File: src/rtl/dircc_types_pkg.sv
// Shared types for the DIRCC send path: table entry layout, packet layout,
// fanout FSM states and the table sizing constants.
package dircc_types_pkg;

  localparam int MAX_DEVICES = 16;
  localparam int MAX_PORTS   = 4;
  localparam int MAX_TARGETS = 64;
  localparam int PAYLOAD_W   = 32;
  localparam int LAMPORT_W   = 32;

  localparam int DW = $clog2(MAX_DEVICES);
  localparam int PW = $clog2(MAX_PORTS);
  localparam int TW = $clog2(MAX_TARGETS);

  localparam logic [TW:0] MAX_COUNT = (TW+1)'(MAX_TARGETS);

  localparam logic [7:0] DIRCC_ADDRESS_FLAG_NONE     = 8'd0;
  localparam logic [7:0] DIRCC_ADDRESS_FLAG_DISABLED = 8'd1;

  typedef struct packed {
    logic [15:0] hw_node;
    logic [7:0]  sw_node;
    logic [7:0]  port;
    logic [7:0]  flag;
  } address_t;

  typedef struct packed {
    address_t               dst;
    logic [DW-1:0]          src_dev;
    logic [PW-1:0]          src_port;
    logic [LAMPORT_W-1:0]   lamport;
    logic [PAYLOAD_W-1:0]   payload;
  } dircc_fanout_pkt_t;

  typedef enum logic [2:0] {
    ST_IDLE,
    ST_DESC,
    ST_FETCH,
    ST_EMIT,
    ST_DONE
  } fanout_state_e;

  // Descriptor counts above the table depth would otherwise revisit entries.
  function automatic logic [TW:0] clamp_count(input logic [TW:0] count);
    return (count > MAX_COUNT) ? MAX_COUNT : count;
  endfunction

endpackage

File: src/rtl/dircc_lamport_clock.sv
// Per-thread Lamport clock: merges received timestamps and counts local sends.
// Shared between the send and receive stages.
module dircc_lamport_clock
  import dircc_types_pkg::*;
(
  input  logic                 clk,
  input  logic                 reset_n,
  input  logic                 rx_valid_i,
  input  logic [LAMPORT_W-1:0] rx_i,
  input  logic                 send_i,
  output logic [LAMPORT_W-1:0] lamport_o,
  output logic [LAMPORT_W-1:0] lamport_next_o
);

  logic [LAMPORT_W-1:0] lamport_q, lamport_d, merged;
  logic [1:0]           inc;

  // A simultaneous receive and send each tick the clock once after the merge.
  always_comb begin
    merged    = (rx_valid_i && (rx_i > lamport_q)) ? rx_i : lamport_q;
    inc       = {1'b0, rx_valid_i} + {1'b0, send_i};
    lamport_d = merged + LAMPORT_W'(inc);
  end

  always_ff @(posedge clk or negedge reset_n) begin
    if (!reset_n) lamport_q <= '0;
    else          lamport_q <= lamport_d;
  end

  assign lamport_o      = lamport_q;
  assign lamport_next_o = lamport_d;

endmodule

File: src/rtl/dircc_fanout_sender.sv
// Send-side fanout: one request becomes one packet per enabled target of the
// source port, each stamped with the Lamport value taken at accept time.
module dircc_fanout_sender
  import dircc_types_pkg::*;
(
  input  logic                  clk,
  input  logic                  reset_n,
  input  logic                  req_valid,
  output logic                  req_ready,
  input  logic [DW-1:0]         req_dev,
  input  logic [PW-1:0]         req_port,
  input  logic [PAYLOAD_W-1:0]  req_payload,
  output logic                  desc_rd_en,
  output logic [DW+PW-1:0]      desc_rd_idx,
  input  logic [TW-1:0]         desc_base,
  input  logic [TW:0]           desc_count,
  output logic                  addr_rd_en,
  output logic [TW-1:0]         addr_rd_idx,
  input  address_t              addr_rd_data,
  output logic                  pkt_valid,
  input  logic                  pkt_ready,
  output dircc_fanout_pkt_t     pkt_data,
  input  logic                  lamport_rx_valid,
  input  logic [LAMPORT_W-1:0]  lamport_rx,
  output logic [LAMPORT_W-1:0]  lamport,
  output logic                  req_done,
  output logic                  busy
);

  fanout_state_e          state_q, state_d;
  logic [TW-1:0]          base_q, base_d;
  logic [TW:0]            count_q, count_d;
  logic [TW:0]            i_q, i_d;
  address_t               dst_q, dst_d;
  logic [DW-1:0]          dev_q;
  logic [PW-1:0]          port_q;
  logic [PAYLOAD_W-1:0]   payload_q;
  logic [LAMPORT_W-1:0]   stamp_q;
  logic [LAMPORT_W-1:0]   lamport_next;
  logic                   accept;

  dircc_lamport_clock u_lamport (
    .clk            (clk),
    .reset_n        (reset_n),
    .rx_valid_i     (lamport_rx_valid),
    .rx_i           (lamport_rx),
    .send_i         (accept),
    .lamport_o      (lamport),
    .lamport_next_o (lamport_next)
  );

  // NOTE: every signal driven here gets a default first so no path infers a latch.
  always_comb begin
    state_d    = state_q;
    base_d     = base_q;
    count_d    = count_q;
    i_d        = i_q;
    dst_d      = dst_q;
    req_ready  = 1'b0;
    accept     = 1'b0;
    desc_rd_en = 1'b0;
    addr_rd_en = 1'b0;
    pkt_valid  = 1'b0;
    req_done   = 1'b0;
    unique case (state_q)
      ST_IDLE: begin
        req_ready = 1'b1;
        if (req_valid) begin
          accept     = 1'b1;
          desc_rd_en = 1'b1;
          state_d    = ST_DESC;
        end
      end
      ST_DESC: begin
        base_d  = desc_base;
        count_d = clamp_count(desc_count);
        i_d     = '0;
        if (count_d == '0) begin
          state_d = ST_DONE;
        end else begin
          addr_rd_en = 1'b1;
          state_d    = ST_FETCH;
        end
      end
      ST_FETCH: begin
        i_d = i_q + 1'b1;
        if (addr_rd_data.flag == DIRCC_ADDRESS_FLAG_DISABLED) begin
          if (i_d < count_q) addr_rd_en = 1'b1;
          else               state_d    = ST_DONE;
        end else begin
          dst_d   = addr_rd_data;
          state_d = ST_EMIT;
        end
      end
      ST_EMIT: begin
        pkt_valid = 1'b1;
        if (pkt_ready) begin
          if (i_q < count_q) begin
            addr_rd_en = 1'b1;
            state_d    = ST_FETCH;
          end else begin
            state_d = ST_DONE;
          end
        end
      end
      ST_DONE: begin
        req_done = 1'b1;
        state_d  = ST_IDLE;
      end
      default: state_d = ST_IDLE;
    endcase
    // The first read in DESC uses the base straight off the descriptor port.
    addr_rd_idx = (state_q == ST_DESC) ? desc_base : base_q + i_d[TW-1:0];
  end

  // NOTE: sequential state uses non-blocking assignments so every register samples pre-edge values.
  always_ff @(posedge clk or negedge reset_n) begin
    if (!reset_n) begin
      state_q <= ST_IDLE;
      base_q  <= '0;
      count_q <= '0;
      i_q     <= '0;
      dst_q   <= '0;
    end else begin
      state_q <= state_d;
      base_q  <= base_d;
      count_q <= count_d;
      i_q     <= i_d;
      dst_q   <= dst_d;
    end
  end

  // NOTE: request datapath registers carry no reset; nothing reads them before an accept loads them.
  always_ff @(posedge clk) begin
    if (accept) begin
      dev_q     <= req_dev;
      port_q    <= req_port;
      payload_q <= req_payload;
      stamp_q   <= lamport_next;
    end
  end

  assign desc_rd_idx = {req_dev, req_port};
  assign busy        = (state_q != ST_IDLE);

  always_comb begin
    pkt_data          = '0;
    pkt_data.dst      = dst_q;
    pkt_data.src_dev  = dev_q;
    pkt_data.src_port = port_q;
    pkt_data.lamport  = stamp_q;
    pkt_data.payload  = payload_q;
  end

endmodule

File: config.mk
export PLATFORM = sky130hd
export DESIGN_NAME = dircc_fanout_sender
export DESIGN_NICKNAME = d
export VERILOG_FILES = /design/src/rtl/dircc_types_pkg.sv /design/src/rtl/dircc_lamport_clock.sv /design/src/rtl/dircc_fanout_sender.sv
export SDC_FILE = /design/constraint.sdc
export NUM_CORES = 1
export LEC_CHECK = 0
export ABC_AREA = 0
export BUFFER_PORTS_ARGS = -buffer_cell sky130_fd_sc_hd__buf_2
export CAP_MARGIN = 5
export CORE_MARGIN = 10
export CORE_UTILIZATION = 51
export DETAILED_ROUTE_END_ITERATION = 8
export GPL_ROUTABILITY_DRIVEN = 0
export GPL_TIMING_DRIVEN = 0
export MAX_ROUTING_LAYER = met4
export PLACE_DENSITY = 0.81
export RECOVER_POWER = 50
export SLEW_MARGIN = 15
export SYNTH_ARGS = -nofsm -noshare
export SYNTH_HDL_FRONTEND = slang
export SYNTH_SLANG_ARGS = --single-unit
File: constraint.sdc
create_clock -name clk -period 5.9 [get_ports clk]
set_clock_uncertainty 0.15 [all_clocks]
set_input_delay 0.59 -clock clk [delete_from_list [all_inputs] [get_ports clk]]
set_output_delay 0.59 -clock clk [all_outputs]
set_load 0.01 [all_outputs]
## Yosys cells after proc, flatten, opt, wreduce, memory -nomap -nowiden

Cells that the tools add are included.
W data, S select, Z words.

- $add $sub $neg: 4
- Bitwise logic cells: 1
- Order comparisons: 4
- Reductions and logical operators: 7
- Equality and inequality tests: 8
- Multiplexer cells: 22

Operators by type and width:

| cell | number |
|---|---|
| $add A32 B2 Y32 | 1 |
| $gt A32 B32 Y1 | 1 |
| $mux W32 | 1 |
| $mux W3 | 6 |
| $lt A7 B7 Y1 | 2 |
| $pmux W7 S2 | 1 |
| $pmux W3 S4 | 1 |
| $mux W1 | 10 |
| $eq A8 B1 Y1 const B | 1 |
| $add A7 B1 Y7 const B | 1 |
| $gt A7 B7 Y1 const B | 1 |
| $logic_not A7 Y1 | 1 |
| $mux W7 | 1 |
| $add A6 B6 Y6 | 1 |
| $eq A3 B2 Y1 const B | 2 |
| $mux W6 | 1 |
| $ne A2 B2 Y1 const B | 2 |
| $eq A3 B1 Y1 const B | 1 |
| $eq A3 B3 Y1 const B | 1 |
| $logic_not A3 Y1 | 1 |
| $ne A3 B3 Y1 const B | 1 |
| $pmux W1 S3 | 1 |
| $reduce_and A3 Y1 | 1 |
| $reduce_bool A3 Y1 | 1 |
| other kinds (5) | 5 |

- Input port bits: 128
- Register bits: 165
- Logic and storage cells: 60

## Longest topological paths before layout

- Word-level depth: 5
- Mapped depth: 19

## Cells and area by module

A second synthesis with hierarchy kept.

- Cell total of the unflattened synthesis: 686
- Area total of the unflattened synthesis: 8426.8 µm²

By module, submodules not included:

| module | cells each | instances | area an instance (µm²) |
|---|---|---|---|
| dircc_fanout_sender | 341 | 1 | 5300.1 |
| dircc_lamport_clock | 345 | 1 | 3126.7 |

## Least setup slack after synthesis

OpenSTA, ideal clock, no wires.

- Path kind: register to register
- From: register state_q[0]
- To: register stamp_q[26] (data pin)
- Stages on the path, launching flop included: 14
- Library setup time: 266 ps
- Arrival time: 4957 ps
- Required time: 5484 ps
- Setup slack: 527 ps
- Clock period less this slack: 5373 ps
- Path through: dfrtp_1 -> clkbuf_1 -> or3_1 -> inv_1 -> and2_1 -> fa_1 -> ha_1 -> nand3_1 -> nor3_2 -> nor4b_4 -> nand3_1 -> nor3_1 -> xnor2_1 -> mux2i_1

- Cells in the longest elaborated chain, start to end: 4

Ends and longest elaborated chain:

| item | RTL line | RTL |
|---|---|---|
| start: declaration | dircc_fanout_sender.sv:30 | `fanout_state_e state_q, state_d;` |
| start signal: assignment | dircc_fanout_sender.sv:125 | `state_q <= state_d;` |
| $logic_not A3 Y1 | - |  |
| $mux W1 | - |  |
| named net desc_rd_en | dircc_fanout_sender.sv:13 | `output logic desc_rd_en,` |
| $add A1 B1 Y2 | dircc_lamport_clock.sv:21 | `inc = {1'b0, rx_valid_i} + {1'b0, send_i};` |
| $add A32 B2 Y32 | dircc_lamport_clock.sv:22 | `lamport_d = merged + LAMPORT_W'(inc);` |
| named net lamport_next[26] | dircc_fanout_sender.sv:39 | `logic [LAMPORT_W-1:0] lamport_next;` |
| end signal: assignment | dircc_fanout_sender.sv:139 | `stamp_q <= lamport_next;` |
| end: declaration | dircc_fanout_sender.sv:38 | `logic [LAMPORT_W-1:0] stamp_q;` |

The timed path passes the listed nets, and every way through them passes these cells.
A chain may end at the register's enable or synchronous reset.

## Worst setup path in the final report

- From: register u_lamport.lamport_q[8] (netlist: u_lamport.lamport_o[8])
- To: register stamp_q[30] (data pin)

- Cells in the longest elaborated chain, start to end: 4

Ends and longest elaborated chain:

| item | RTL line | RTL |
|---|---|---|
| start: declaration | dircc_lamport_clock.sv:15 | `logic [LAMPORT_W-1:0] lamport_q, lamport_d, merged;` |
| start signal: assignment | dircc_lamport_clock.sv:27 | `else lamport_q <= lamport_d;` |
| $gt A32 B32 Y1 | dircc_lamport_clock.sv:20 | `merged = (rx_valid_i && (rx_i > lamport_q)) ? rx_i : lamport_q;` |
| $logic_and A1 B1 Y1 | dircc_lamport_clock.sv:20 |  |
| $mux W32 * | dircc_lamport_clock.sv:20 |  |
| $add A32 B2 Y32 * | dircc_lamport_clock.sv:22 |  |
| named net lamport_next[30] | dircc_fanout_sender.sv:39 |  |

Mark *: on every way through the listed nets, which the timed path passes. The rest lies on a longest branch.

==> results.md <==
* Post-synth ARST share at 57.6%
* Status: finished with violations
* #FFs+latches synth at 165
* Die height at 147 um
* Effective utilization at floorplan at 51.9%
* Top FF cell, synth: dfrtp_1
* Final net count at 1205
* Final worst path period share at 91.6%
* Port Buf Inserts at 287
* Worst skew pair latency at 0.43 ns
* ANT nets after route at 0
* Synth-to-Final Area Change at 27.0%
* Peak VDD IR at 0.369 mV
* Final Max Tran Viols at 98
* Largest net degree at the start of global routing at 56
* Fmax at 185 MHz
* Mapped cell area at 8250 um2
* Worst hold slack at 0.184 ns
* # DRC at 0
* CP Cell Sequence: inv_1 > ha_1 > nand4_1 > or4_1 > o21ai_1 > a31oi_1 > a41oi_4 > buf_2 > nand2_1 > o21ai_0 > fa_1 > ha_1 > nand3_1 > nor3_2 > nor4b_4 > nand3_1 > nor3_1 > xnor2_1 > mux2i_1
* DR WL/cell at 19.1 um
* Non-Filler Instances at 1254
* Initial antenna violation count at 1
* Multi-input gate area at 3480 um2
* Sequential element share of the synthesized area at 54.3%
* Max Root-Sink Buffers at 2
* HP Start: req_payload[29]
* Via count at 6720
* Via-per-instance ratio at 5.36
* Avg Cell Area, Syn at 11.6 um2
* Max stage delay cell, worst path: or4_1
* First-pass GRT wire length at 38200 um
* Finish-stage setup viols at 0
* Worst Path Required at 5.91 ns
* DP HPWL at 18700 um
* Core ar. at 15900 um2
* Critical path class: flop to flop
* Worst Setup End Kind: flop
* Post-Syn Nets at 894
* Share of layout cells above drive strength 1 at 26.1%
* Final WS setup at 0.497 ns
* CP startpoint: u_lamport.lamport_o[8]
* Reg2reg setup slack at 0.50 ns
* Pwr Density at 511 nW/um2
* Failing checks: capacitance limit, slew limit
* Reg2reg start: u_lamport.lamport_o[8]
* Final WL at 24000 um
* RSZ-0062 raised after global routing: false
* Worst Reg-to-Reg Cells at 19
* Synth unique cells at 54
* Clock transition at path regs at 0.07 ns
* Register area at 4480 um2
* Die area at 21700 um2
* Post-synth EDFFs at 70
* Hold Crit Class: input pin to flop
* CTS tree: done
* Layout filler cell count at 1260
* Max-Cap Viols at 2
* WP data arrival at 5.42 ns
* Placed insts at 1218
* Post-Layout Inst Area at 10500 um2
* R2R Path End: stamp_q[30]
* Vias in the first global route at 7179
* Initial drt markers at 438
* 1st-pass router iterations at 5
* Total track usage at 22.6%
* Die span in x at 147 um
* CP Launch Type: flop
* Rows at 46
* Relative max-transition margin at -60.2%
* Ports at 288
* Measured slew at the worst slew-check pin at 2.40 ns
* TNS Setup at 0 ns
* Leakage at 0.00464 uW
* # H-tree levels at 4
* Worst setup path end: stamp_q[30]
* Final Hold Vio Count at 0
* GRT overflow at 0
* Clock root buffer: clkbuf_16
* Num CTS Buffers at 17
* Fin crit period at 5.40 ns
* Clock sinks at 165
* Crit-path max FO at 10
* Critical Path Max Stage Delay at 0.63 ns
* Post-synthesis cell count at 713
* Placed Area at 10000 um2
* Pre-CTS setup slack at -0.0876 ns
* Synth warn at 0
[timing repair]
| item | in CTS | in global routing |
|---|---|---|
| resized for setup | 0 | 1 |
| endpoints found under the setup margin | 0 | 12 |
| hold endpoints to repair | 41 | 0 |
| hold buffers | 1 | 0 |
| buffers inserted | 0 | 2 |
[worst min path at each step]
stage                         end  slack (ns)  cells past startpoint
global route        payload_q[24]        0.17                      1
floorplan               base_q[0]        0.14                      0
finish              payload_q[29]        0.18                      1
detailed placement      base_q[3]        0.32                      2
global placement        base_q[0]        0.32                      2
CTS                 payload_q[28]        0.17                      1
[registers in the layout, indices dropped and copies added, names as in the netlist]
register             flops
i_q                      7
u_lamport.lamport_o     32
pkt_data                40
base_q                   6
stamp_q                 32
payload_q               32
port_q                   2
dev_q                    4
state_q                  3
count_q                  7
[power by group]
part | switching (uW) | internal [uW]
clock | 485 | 621
sequential | 276 | 1660
combinational | 1350 | 959
total | 2110 | 3240
[per-layer routing]
layer  GRT usage [%]  share of wire (%)  vias up
met1            24.6                 38     3200
met2            38.1                 50      331
li1                -                  -     3157
met5               -                  0        -
met3            7.92                9.9       32
met4            7.09                1.8        0
[through the flow]
step                      total power [uW]  utilization [%]
after global placement                4220             62.7
final                                 5350             65.9
after global routing                  5750             65.9
after detailed placement              4300             63.1
after CTS                             5440             66.8
after floorplan                       3390                -
[worst max-delay path: cells and delay by family (launching register included)]
kind / cells / cell delay, ns
compound gates: 4 / 0.60
xor+xnor: 1 / 0.15
fa+ha+maj: 3 / 0.79
buf+inv: 2 / 0.39
flops: 1 / 0.49
mux: 1 / 0.12
simple gates: 8 / 2.42
[layout make-up]
cell class	instances	area share (%)
Sequential cell	165	42.8
Clock inverter	13	1.27
Antenna cell	1	0.0239
Inverter	48	1.72
Tap cell	216	2.58
Clock buffer	19	4.35
Multi-Input combinational cell	480	33.2
Timing Repair Buffer	292	12.9
Buffer	20	1.13
[placed cells by master, fill, tap and decap left out, types with 32 or more instances in the layout]
cell type,count
clkbuf_1,120
a21oi_1,34
xnor2_1,49
ha_1,51
buf_2,179
nand3_1,39
o21ai_0,32
nand2_1,62
dfrtp_1,95
edfxtp_1,70
mux2_2,40
inv_1,48
nor2_1,41
[kinds of logic after synthesis]
logic type | share of synthesized area (%)
and+or+nand+nor | 13.4
DFF | 54.3
muxes | 6.43
AOI/OAI and AO/OA | 6.95
xor gates and xnor gates | 7.11
adders and majority gates | 8.22
buffers and inverters | 3.62
[Yosys cell counts, types with 8 or more instances]
| library cell | instances | area share [%] |
|---|---|---|
| ha_1 | 51 | 7.7 |
| mux2_2 | 40 | 5.5 |
| nor2_1 | 41 | 1.9 |
| dfrtp_1 | 95 | 29 |
| mux2i_1 | 8 | 0.97 |
| nor3_1 | 12 | 0.73 |
| buf_2 | 8 | 0.49 |
| xnor2_1 | 49 | 5.2 |
| o21ai_0 | 32 | 1.9 |
| nand2_1 | 62 | 2.8 |
| nand4_1 | 13 | 0.99 |
| nand3_1 | 39 | 2.4 |
| a21oi_1 | 34 | 2.1 |
| xor2_1 | 18 | 1.9 |
| and3_1 | 10 | 0.76 |
| edfxtp_1 | 70 | 25 |
| inv_1 | 48 | 2.2 |
| nor4_1 | 8 | 0.61 |
No activity file was read; power rests on OpenSTA's default activity.
